`src/rtl/pwm_multi_pkg.sv`:
```
// pwm_multi shared definitions: register map, CTRL layout, byte-enable helpers.
package pwm_multi_pkg;

   localparam logic [3:0] OFF_CTRL   = 4'h0;
   localparam logic [3:0] OFF_DIV    = 4'h4;
   localparam logic [3:0] OFF_PERIOD = 4'h8;
   localparam logic [3:0] OFF_DUTY   = 4'hC;

   localparam logic [7:0] ADDR_IRQ_STAT = 8'h80;
   localparam logic [7:0] ADDR_IRQ_EN   = 8'h84;

   localparam int CTRL_EN     = 0;
   localparam int CTRL_OE     = 1;
   localparam int CTRL_INV    = 2;
   localparam int CTRL_CALIGN = 3;

   typedef struct packed {
      logic calign;
      logic inv;
      logic oe;
      logic en;
   } ctrl_t;

   function automatic logic [31:0] be_mask(logic [3:0] be);
      return {{8{be[3]}}, {8{be[2]}}, {8{be[1]}}, {8{be[0]}}};
   endfunction

endpackage

```
`src/rtl/pwm_multi_if.sv`:
```
// pwm_multi register bus: strobes, byte address, write data, byte enables
// and the combinational read data returned by the peripheral.
interface pwm_multi_if;
   logic        re_i;
   logic        we_i;
   logic [7:0]  addr_i;
   logic [31:0] wdata_i;
   logic [3:0]  be_i;
   logic [31:0] rdata_o;

   modport master (output re_i, we_i, addr_i, wdata_i, be_i,
                   input  rdata_o);
   modport slave  (input  re_i, we_i, addr_i, wdata_i, be_i,
                   output rdata_o);
endinterface

```
`src/rtl/pwm_multi_chan.sv`:
```
// One PWM channel: prescaler, up or up/down counter, shadow-to-active
// reload at the period boundary, and polarity-adjusted output.
module pwm_multi_chan #(
   parameter int CW = 16
) (
   input  logic          clk_i,
   input  logic          rst_ni,
   input  logic          en,
   input  logic          inv,
   input  logic          calign,
   input  logic [CW-1:0] div_s,
   input  logic [CW-1:0] per_s,
   input  logic [CW-1:0] duty_s,
   output logic          pwm,
   output logic          period_end
);

   logic [CW-1:0] div_a, per_a, duty_a;
   logic [CW-1:0] psc, cnt, cnt_nx, div_m1;
   logic          down, down_nx, tick, pe, raw;

   assign div_m1 = (div_a == '0) ? '0 : div_a - 1'b1;
   assign tick   = en && (psc == div_m1);

   // Centre mode dwells one tick at each end so the period is 2*PERIOD ticks.
   always_comb begin
      cnt_nx  = cnt;
      down_nx = down;
      pe      = 1'b0;
      if (tick) begin
         if (per_a == '0) begin
            cnt_nx  = '0;
            down_nx = 1'b0;
            pe      = 1'b1;
         end else if (!calign) begin
            if (cnt >= per_a - 1'b1) begin
               cnt_nx = '0;
               pe     = 1'b1;
            end else begin
               cnt_nx = cnt + 1'b1;
            end
         end else if (!down) begin
            if (cnt >= per_a - 1'b1) down_nx = 1'b1;
            else                     cnt_nx  = cnt + 1'b1;
         end else begin
            if (cnt == '0) begin
               down_nx = 1'b0;
               pe      = 1'b1;
            end else begin
               cnt_nx = cnt - 1'b1;
            end
         end
      end
   end

   always_ff @(posedge clk_i or negedge rst_ni) begin
      if (!rst_ni) begin
         psc    <= '0;
         cnt    <= '0;
         down   <= 1'b0;
         div_a  <= '0;
         per_a  <= '0;
         duty_a <= '0;
      end else if (!en) begin
         psc    <= '0;
         cnt    <= '0;
         down   <= 1'b0;
         div_a  <= div_s;
         per_a  <= per_s;
         duty_a <= duty_s;
      end else begin
         psc  <= tick ? '0 : psc + 1'b1;
         cnt  <= cnt_nx;
         down <= down_nx;
         if (pe) begin
            div_a  <= div_s;
            per_a  <= per_s;
            duty_a <= duty_s;
         end
      end
   end

   assign raw = (per_a != '0) && (duty_a != '0) &&
                ((duty_a >= per_a) || (cnt < duty_a));

   assign pwm        = en ? (raw ^ inv) : inv;
   assign period_end = pe;

endmodule

```
`src/rtl/pwm_multi.sv`:
```
// N-channel PWM peripheral: register file, decode, read mux, channels.
// Define PWM_IRQ_EN to add IRQ_STAT/IRQ_EN and the period-end interrupt.
module pwm_multi
   import pwm_multi_pkg::*;
#(
   parameter int NCH = 4,
   parameter int CW  = 16
) (
   input  logic           clk_i,
   input  logic           rst_ni,
   pwm_multi_if.slave     bus,
   output logic [NCH-1:0] pwm_o,
   output logic [NCH-1:0] oe_o,
   output logic           intr_o
);

   ctrl_t          ctrl   [NCH];
   logic [CW-1:0]  div_s  [NCH];
   logic [CW-1:0]  per_s  [NCH];
   logic [CW-1:0]  duty_s [NCH];
   logic [NCH-1:0] sel, pe;
   logic [31:0]    rd, irq_rd, bmask, merged;
   logic [3:0]     off;
   logic           wr;

   assign wr     = bus.we_i & ~bus.re_i;
   assign off    = bus.addr_i[3:0];
   assign bmask  = be_mask(bus.be_i);
   // Byte-enabled writes merge into the current register value.
   assign merged = (rd & ~bmask) | (bus.wdata_i & bmask);

   always_comb begin
      sel = '0;
      for (int c = 0; c < NCH; c++) begin
         sel[c] = !bus.addr_i[7] && (bus.addr_i[1:0] == 2'b00) &&
                  ({29'd0, bus.addr_i[6:4]} == c);
      end
   end

   always_comb begin
      rd = '0;
      if (bus.addr_i[7]) begin
         rd = irq_rd;
      end else begin
         for (int c = 0; c < NCH; c++) begin
            if (sel[c]) begin
               case (off)
                  OFF_CTRL:   rd = {28'd0, ctrl[c]};
                  OFF_DIV:    rd = 32'(div_s[c]);
                  OFF_PERIOD: rd = 32'(per_s[c]);
                  OFF_DUTY:   rd = 32'(duty_s[c]);
                  default:    rd = '0;
               endcase
            end
         end
      end
   end

   assign bus.rdata_o = rd;

   always_ff @(posedge clk_i or negedge rst_ni) begin
      if (!rst_ni) begin
         for (int c = 0; c < NCH; c++) begin
            ctrl[c]   <= '0;
            div_s[c]  <= '0;
            per_s[c]  <= '0;
            duty_s[c] <= '0;
         end
      end else if (wr) begin
         for (int c = 0; c < NCH; c++) begin
            if (sel[c]) begin
               case (off)
                  OFF_CTRL:   ctrl[c]   <= ctrl_t'(merged[3:0]);
                  OFF_DIV:    div_s[c]  <= merged[CW-1:0];
                  OFF_PERIOD: per_s[c]  <= merged[CW-1:0];
                  OFF_DUTY:   duty_s[c] <= merged[CW-1:0];
                  default:    ;
               endcase
            end
         end
      end
   end

   for (genvar c = 0; c < NCH; c++) begin : g_ch
      pwm_multi_chan #(.CW(CW)) u_chan (
         .clk_i      (clk_i),
         .rst_ni     (rst_ni),
         .en         (ctrl[c].en),
         .inv        (ctrl[c].inv),
         .calign     (ctrl[c].calign),
         .div_s      (div_s[c]),
         .per_s      (per_s[c]),
         .duty_s     (duty_s[c]),
         .pwm        (pwm_o[c]),
         .period_end (pe[c])
      );
      assign oe_o[c] = ctrl[c].oe;
   end

`ifdef PWM_IRQ_EN
   logic [NCH-1:0] irq_stat, irq_en, clr;
   logic           irq_q;

   assign clr = (wr && bus.addr_i == ADDR_IRQ_STAT) ?
                merged[NCH-1:0] & ~rd[NCH-1:0] | (bus.wdata_i[NCH-1:0] & bmask[NCH-1:0]) :
                '0;

   always_comb begin
      irq_rd = '0;
      if (bus.addr_i == ADDR_IRQ_STAT) irq_rd = 32'(irq_stat);
      else if (bus.addr_i == ADDR_IRQ_EN) irq_rd = 32'(irq_en);
   end

   // A period end in the same cycle as a clear keeps the bit set.
   always_ff @(posedge clk_i or negedge rst_ni) begin
      if (!rst_ni) begin
         irq_stat <= '0;
         irq_en   <= '0;
         irq_q    <= 1'b0;
      end else begin
         irq_stat <= (irq_stat & ~clr) | pe;
         if (wr && bus.addr_i == ADDR_IRQ_EN) irq_en <= merged[NCH-1:0];
         irq_q <= |(irq_stat & irq_en);
      end
   end

   assign intr_o = irq_q;
`else
   logic unused_pe;
   assign unused_pe = ^pe;
   assign irq_rd    = '0;
   assign intr_o    = 1'b0;
`endif

endmodule

```
`src/flat_wrapper.sv`:
```
// flat-port wrapper written by rule: the top's interface ports become plain ports
module pwm_multi_flat import pwm_multi_pkg::*;
#(
   parameter int NCH = 4,
   parameter int CW  = 16
)
  (clk_i, rst_ni, pwm_o, oe_o, intr_o, bus_re_i, bus_we_i, bus_addr_i, bus_wdata_i, bus_be_i, bus_rdata_o);
  pwm_multi_if bus_i ();
  input  logic clk_i;
  input  logic rst_ni;
  output logic [NCH-1:0] pwm_o;
  output logic [NCH-1:0] oe_o;
  output logic intr_o;
  input wire logic [$bits(bus_i.re_i)-1:0] bus_re_i;
  input wire logic [$bits(bus_i.we_i)-1:0] bus_we_i;
  input wire logic [$bits(bus_i.addr_i)-1:0] bus_addr_i;
  input wire logic [$bits(bus_i.wdata_i)-1:0] bus_wdata_i;
  input wire logic [$bits(bus_i.be_i)-1:0] bus_be_i;
  output wire logic [$bits(bus_i.rdata_o)-1:0] bus_rdata_o;
  assign bus_i.re_i = bus_re_i;
  assign bus_i.we_i = bus_we_i;
  assign bus_i.addr_i = bus_addr_i;
  assign bus_i.wdata_i = bus_wdata_i;
  assign bus_i.be_i = bus_be_i;
  assign bus_rdata_o = bus_i.rdata_o;
  pwm_multi #(.NCH(NCH), .CW(CW)) u_core (.clk_i(clk_i), .rst_ni(rst_ni), .bus(bus_i), .pwm_o(pwm_o), .oe_o(oe_o), .intr_o(intr_o));
endmodule
```
`config.mk`:
```
export PLATFORM = sky130hd
export DESIGN_NAME = pwm_multi_flat
export DESIGN_NICKNAME = d
export VERILOG_FILES = /design/src/rtl/pwm_multi_pkg.sv /design/src/rtl/pwm_multi_if.sv /design/src/rtl/pwm_multi_chan.sv /design/src/rtl/pwm_multi.sv /design/src/flat_wrapper.sv
export SDC_FILE = /design/constraint.sdc
export NUM_CORES = 1
export LEC_CHECK = 0
export BUFFER_PORTS_ARGS = -buffer_cell sky130_fd_sc_hd__buf_2
export CAP_MARGIN = 15
export CORE_MARGIN = 3
export CORE_UTILIZATION = 60
export DETAILED_ROUTE_END_ITERATION = 8
export PLACE_DENSITY = 0.78
export SLEW_MARGIN = 20
export SYNTH_ARGS = -nofsm -noshare
export SYNTH_HDL_FRONTEND = slang
export SYNTH_SLANG_ARGS = --single-unit
```
`constraint.sdc`:
```
create_clock -name clk_i -period 5.6 [get_ports clk_i]
set_input_delay 0 -clock clk_i [delete_from_list [all_inputs] [get_ports clk_i]]
set_output_delay 0 -clock clk_i [all_outputs]
set_load 0.01 [all_outputs]
```
==> metrics.md <==
| Metric | Value |
|---|---|
| Initial core utilization | 61.2% |
| Critical Path Start Type | flip-flop |
| Top area cells in the synthesized netlist | sky130_fd_sc_hd__dfrtp_1 40%, sky130_fd_sc_hd__ha_1 8.0%, sky130_fd_sc_hd__mux2_2 6.8% |
| Synthesized area per cell | 9.41 sq um |
| Outcome | complete, no violations |
| Number of iterations in the first detailed-routing pass | 5 |
| Final worst path period share | 82.2% |
| Num Clock Sinks | 532 |
| TritonCTS clock tree | built |
| Final setup skew | 0.0197 ns |
| Clock group share of total power | 48.0% |
| Placed Cells incl. Taps | 4175 |
| Setup ws final | 0.996 ns |
| Switching Power | 0.00201 W |
| Setup repair after global routing missed its margin | false |
| Maximum buffer depth of the clock tree | 3 |
| Count of endpoints failing setup in the final report | 0 |
| Arrival time of the worst setup path | 5.12 ns |
| Final global-route overflow total | 0 |
| Total via count after detailed routing | 27200 |
| Setup TNS after final layout | 0 ns |
| Switching share of power | 23.8% |
| First-pass GRT wire length | 142000 um |
| Max-cap violation count | 0 |
| Area inside the core boundary | 54300 sq um |
| Total DRC errors in the routed layout | 0 |
| Antenna-violating nets left | 0 |
| Die Ht | 242 um |
| Post-synth EDFFs | 0 |
| Number of distinct library cells after synthesis | 94 |
| Die footprint | 58300 sq um |
| Number of vias per cell after detailed routing | 6.33 |
| Portion of synthesized cell area occupied by the leading cell type | 40.0% |
| Routed len/inst | 20.4 um |
| Portion of total power attributed to combinational logic | 6.1% |
| DRT iter0 DRCs | 2534 |
| Clock latency on the worst-skew pair | 0.63 ns |
| Count of hold buffers inserted by post-cts repair | 17 |
| Ys async rst share | 100% |
| Post-CTS Repair Setup Buffers | 0 |
| CTS buffer count | 57 |
| Number of antenna violations at the first check in global routing | 4 |
| Number of buffer cells added on primary ports | 53 |
| Period minus WS final | 4.60 ns |
| Endpoint kind of the worst setup timing path | flip-flop |
| Design internal power | 0.00644 W |
| Final hold slack | 0.0563 ns |
| Synth-to-layout area growth | 8.84% |
| Worst min path class | input port to async pin |
| Measured slew at the worst slew-check pin | 1.13 ns |
| Area of the mapped netlist | 33300 sq um |
| Total count of hold-check failures in the final report | 0 |
| Synthesized netlist cell count | 3537 |
| Cell accounting for the most synthesized area | sky130_fd_sc_hd__dfrtp_1 |
| Worst-case setup slack after placement | 1.05 ns |
| Total power density per cell area | 233 nW/um^2 |
| Row count | 85 |
| Global placer's final weighted congestion | 0.933 |
| Horizontal die dimension | 242 um |
| Root buffer selected by CTS | sky130_fd_sc_hd__clkbuf_16 |
| Reported leakage power | 17.0 nW |
| Share of cells above drive strength 1 | 13.0% |
| Post_cts resized | 0 |
| Wire length reported by the detailed router | 87800 um |
| Slew Viols, Final | 0 |
| Top flip-flop cell by instance count after synthesis | sky130_fd_sc_hd__dfrtp_1 |
| Fraction of the yosys area taken by sequential cells | 40.0% |
| Largest fanout on the critical path | 32 |
| Number of global-route vias before repair | 26100 |
| Required time worst endpoint | 6.11 ns |
| Fill cell instance count of the final layout | 4316 |
| All-layer global routing usage | 29.8% |
| Largest net degree at the start of global routing | 156 |
| Nets | 3773 |
| Final design utilization | 66.7% |
| Largest vdd supply drop | 245 uV |
| Synth warn | 0 |
| Non-filler cells in the finished layout | 4298 |
| Maximum clock frequency | 0.217 GHz |
| Fraction of power consumed by sequential logic | 45.9% |
| Area of combinational cells with multiple inputs | 18500 sq um |
| Setup CP Type | flip-flop to flip-flop |
| Clock slew at reported path FFs | 0.06 ns |
| Top-level port count | 89 |
| Depth of the CTS H-tree | 2 |
| Hpwl dp | 62000 um |
| Remaining max-slew budget at the tightest pin | 24.5% |
| Reg area | 13300 sq um |
| Post-synthesis register bit count | 532 |
-- registers in the layout, summed over array words and instances, names as in the netlist --
signal and flops:
u_core.duty_s 64, u_core.ctrl 12, u_core.g_ch.u_chan.cnt 64, u_core.g_ch.u_chan.down 4
u_core.g_ch.u_chan.div_a 64, u_core.g_ch.u_chan.psc 64, u_core.oe_o 4, u_core.div_s 64
u_core.g_ch.u_chan.duty_a 64, u_core.g_ch.u_chan.per_a 64, u_core.per_s 64
-- cell families (layout without fill, tap and decap cells) --
group	after synthesis	count (layout)	synth area share (%)
other cells	1	19	0.0113
buf+inv	393	397	4.96
xor+xnor	178	178	4.77
simple gates	1142	1142	17.2
flops	532	532	40.0
fa+ha+maj	212	212	7.97
compound gates	818	818	16.0
mux	261	261	9.03
-- synthesized netlist by cell type (34+ instances only) --
master / number
sky130_fd_sc_hd__xnor2_1: 120
sky130_fd_sc_hd__ha_1: 212
sky130_fd_sc_hd__o21ai_0: 298
sky130_fd_sc_hd__nand3_1: 80
sky130_fd_sc_hd__clkbuf_1: 140
sky130_fd_sc_hd__a21oi_1: 109
sky130_fd_sc_hd__xor2_1: 56
sky130_fd_sc_hd__mux2_2: 202
sky130_fd_sc_hd__o31ai_1: 34
sky130_fd_sc_hd__and3_1: 53
sky130_fd_sc_hd__nand4_1: 42
sky130_fd_sc_hd__nand2b_1: 41
sky130_fd_sc_hd__mux2_1: 42
sky130_fd_sc_hd__nor4_1: 54
sky130_fd_sc_hd__nor3_1: 88
sky130_fd_sc_hd__a221oi_1: 38
sky130_fd_sc_hd__nand2_1: 368
sky130_fd_sc_hd__a21o_1: 64
sky130_fd_sc_hd__nor2_1: 217
sky130_fd_sc_hd__a211oi_1: 42
sky130_fd_sc_hd__dfrtp_1: 532
sky130_fd_sc_hd__inv_1: 192
-- power by group through the flow --
stage / logic (W) / registers [W] / clock network, W
2_1_floorplan: 0.000305 / 0.00394 / 0
4_1_cts: 0.000513 / 0.00388 / 0.00411
3_5_place_dp: 0.000498 / 0.00395 / 0
5_1_grt: 0.000570 / 0.00388 / 0.00425
3_3_place_gp: 0.000494 / 0.00395 / 0
6_report: 0.000518 / 0.00388 / 0.00406
-- worst max-delay path, stage by stage, from the launching register on --
cell and delay (ns):
sky130_fd_sc_hd__dfrtp_1 0.41, sky130_fd_sc_hd__inv_1 0.09, sky130_fd_sc_hd__ha_1 0.18, sky130_fd_sc_hd__or3b_2 0.50
sky130_fd_sc_hd__or4_1 0.52, sky130_fd_sc_hd__nor4_1 0.33, sky130_fd_sc_hd__xnor2_1 0.12, sky130_fd_sc_hd__ha_1 0.20
sky130_fd_sc_hd__a21o_1 0.15, sky130_fd_sc_hd__a21o_1 0.17, sky130_fd_sc_hd__a21oi_1 0.14, sky130_fd_sc_hd__o21ai_0 0.11
sky130_fd_sc_hd__a21oi_1 0.30, sky130_fd_sc_hd__o21a_1 0.17, sky130_fd_sc_hd__o21ai_0 0.10, sky130_fd_sc_hd__nand2_2 0.36
sky130_fd_sc_hd__buf_12 0.26, sky130_fd_sc_hd__mux2_2 0.36
-- cell type report --
type	count	area share, %
antenna	2	0.0138
clock buffer	78	4.52
clock inverter	25	1.05
inverter	192	1.99
multi-input combinational	2628	51.0
sequential	532	36.7
tap	739	2.55
timing repair buffer	102	2.09
-- layer usage --
layer / global-route usage (%) / part of all wire, %
met4: 12.0 / 3.9
met2: 47.3 / 46
met5: 0 / 0.027
met3: 4.97 / 7.6
met1: 40.9 / 43
-- through the flow --
| step | total power, W | instance area (sq um) |
|---|---|---|
| after CTS | 0.00850 | 36200 |
| after detailed placement | 0.00444 | 34000 |
| after floorplan | 0.00424 | 33300 |
| after global placement | 0.00444 | 34000 |
| final | 0.00845 | 36200 |
| after global routing | 0.00869 | 36200 |
-- placed cells by master, fill, tap and decap left out, types with 13 or more instances in the layout --
master                          synthesis  layout
sky130_fd_sc_hd__a221oi_1              38      38
sky130_fd_sc_hd__or2_2                 19      19
sky130_fd_sc_hd__clkbuf_16              0      58
sky130_fd_sc_hd__nand4_1               42      42
sky130_fd_sc_hd__a21o_1                64      64
sky130_fd_sc_hd__o21ai_0              298     298
sky130_fd_sc_hd__dlygate4sd3_1          0      17
sky130_fd_sc_hd__inv_1                192     192
sky130_fd_sc_hd__a22oi_1               27      27
sky130_fd_sc_hd__a211o_1               13      13
sky130_fd_sc_hd__nand3_1               80      80
sky130_fd_sc_hd__a22o_1                20      20
sky130_fd_sc_hd__xor2_1                56      56
sky130_fd_sc_hd__nand2b_1              41      41
sky130_fd_sc_hd__buf_2                 21      52
sky130_fd_sc_hd__a21oi_1              109      99
sky130_fd_sc_hd__o31ai_1               34      34
sky130_fd_sc_hd__nor2b_1               31      30
sky130_fd_sc_hd__or4_1                 26      26
sky130_fd_sc_hd__o311ai_0              14      14
sky130_fd_sc_hd__nor3_1                88      88
sky130_fd_sc_hd__or3_1                 31      31
sky130_fd_sc_hd__a31oi_1               26      26
sky130_fd_sc_hd__mux2_2               202     202
sky130_fd_sc_hd__ha_1                 212     212
sky130_fd_sc_hd__o211ai_1              20      20
sky130_fd_sc_hd__nor4_1                54      53
sky130_fd_sc_hd__a211oi_1              42      41
sky130_fd_sc_hd__nor2_1               217     217
sky130_fd_sc_hd__and3_1                53      53
sky130_fd_sc_hd__dfrtp_1              532     532
sky130_fd_sc_hd__and2_1                22      22
sky130_fd_sc_hd__nand2_1              368     366
sky130_fd_sc_hd__buf_4                 26      27
sky130_fd_sc_hd__xnor2_1              120     120
sky130_fd_sc_hd__nor3b_1               14      13
sky130_fd_sc_hd__mux2_1                42      42
sky130_fd_sc_hd__conb_1                 1      17
-- worst paths after layout --
check	startpoint	slack [ns]	depth (start not counted)	to
max	u_core.g_ch[0].u_chan.per_a[0]	1.0	17	u_core.g_ch[0].u_chan.per_a[8]
min	rst_ni	0.06	3	u_core.g_ch[0].u_chan.cnt[14]
max reg2reg	u_core.g_ch[0].u_chan.per_a[0]	1.0	17	u_core.g_ch[0].u_chan.per_a[8]
min reg2reg	u_core.duty_s[11]	0.50	2	u_core.duty_s[11]
max in group asynchronous	rst_ni	4.65	3	u_core.g_ch[1].u_chan.div_a[1]
min in group clk_i	bus_re_i	0.16	5	u_core.ctrl[0]
Note: power is estimated with default switching activity, not from simulation.
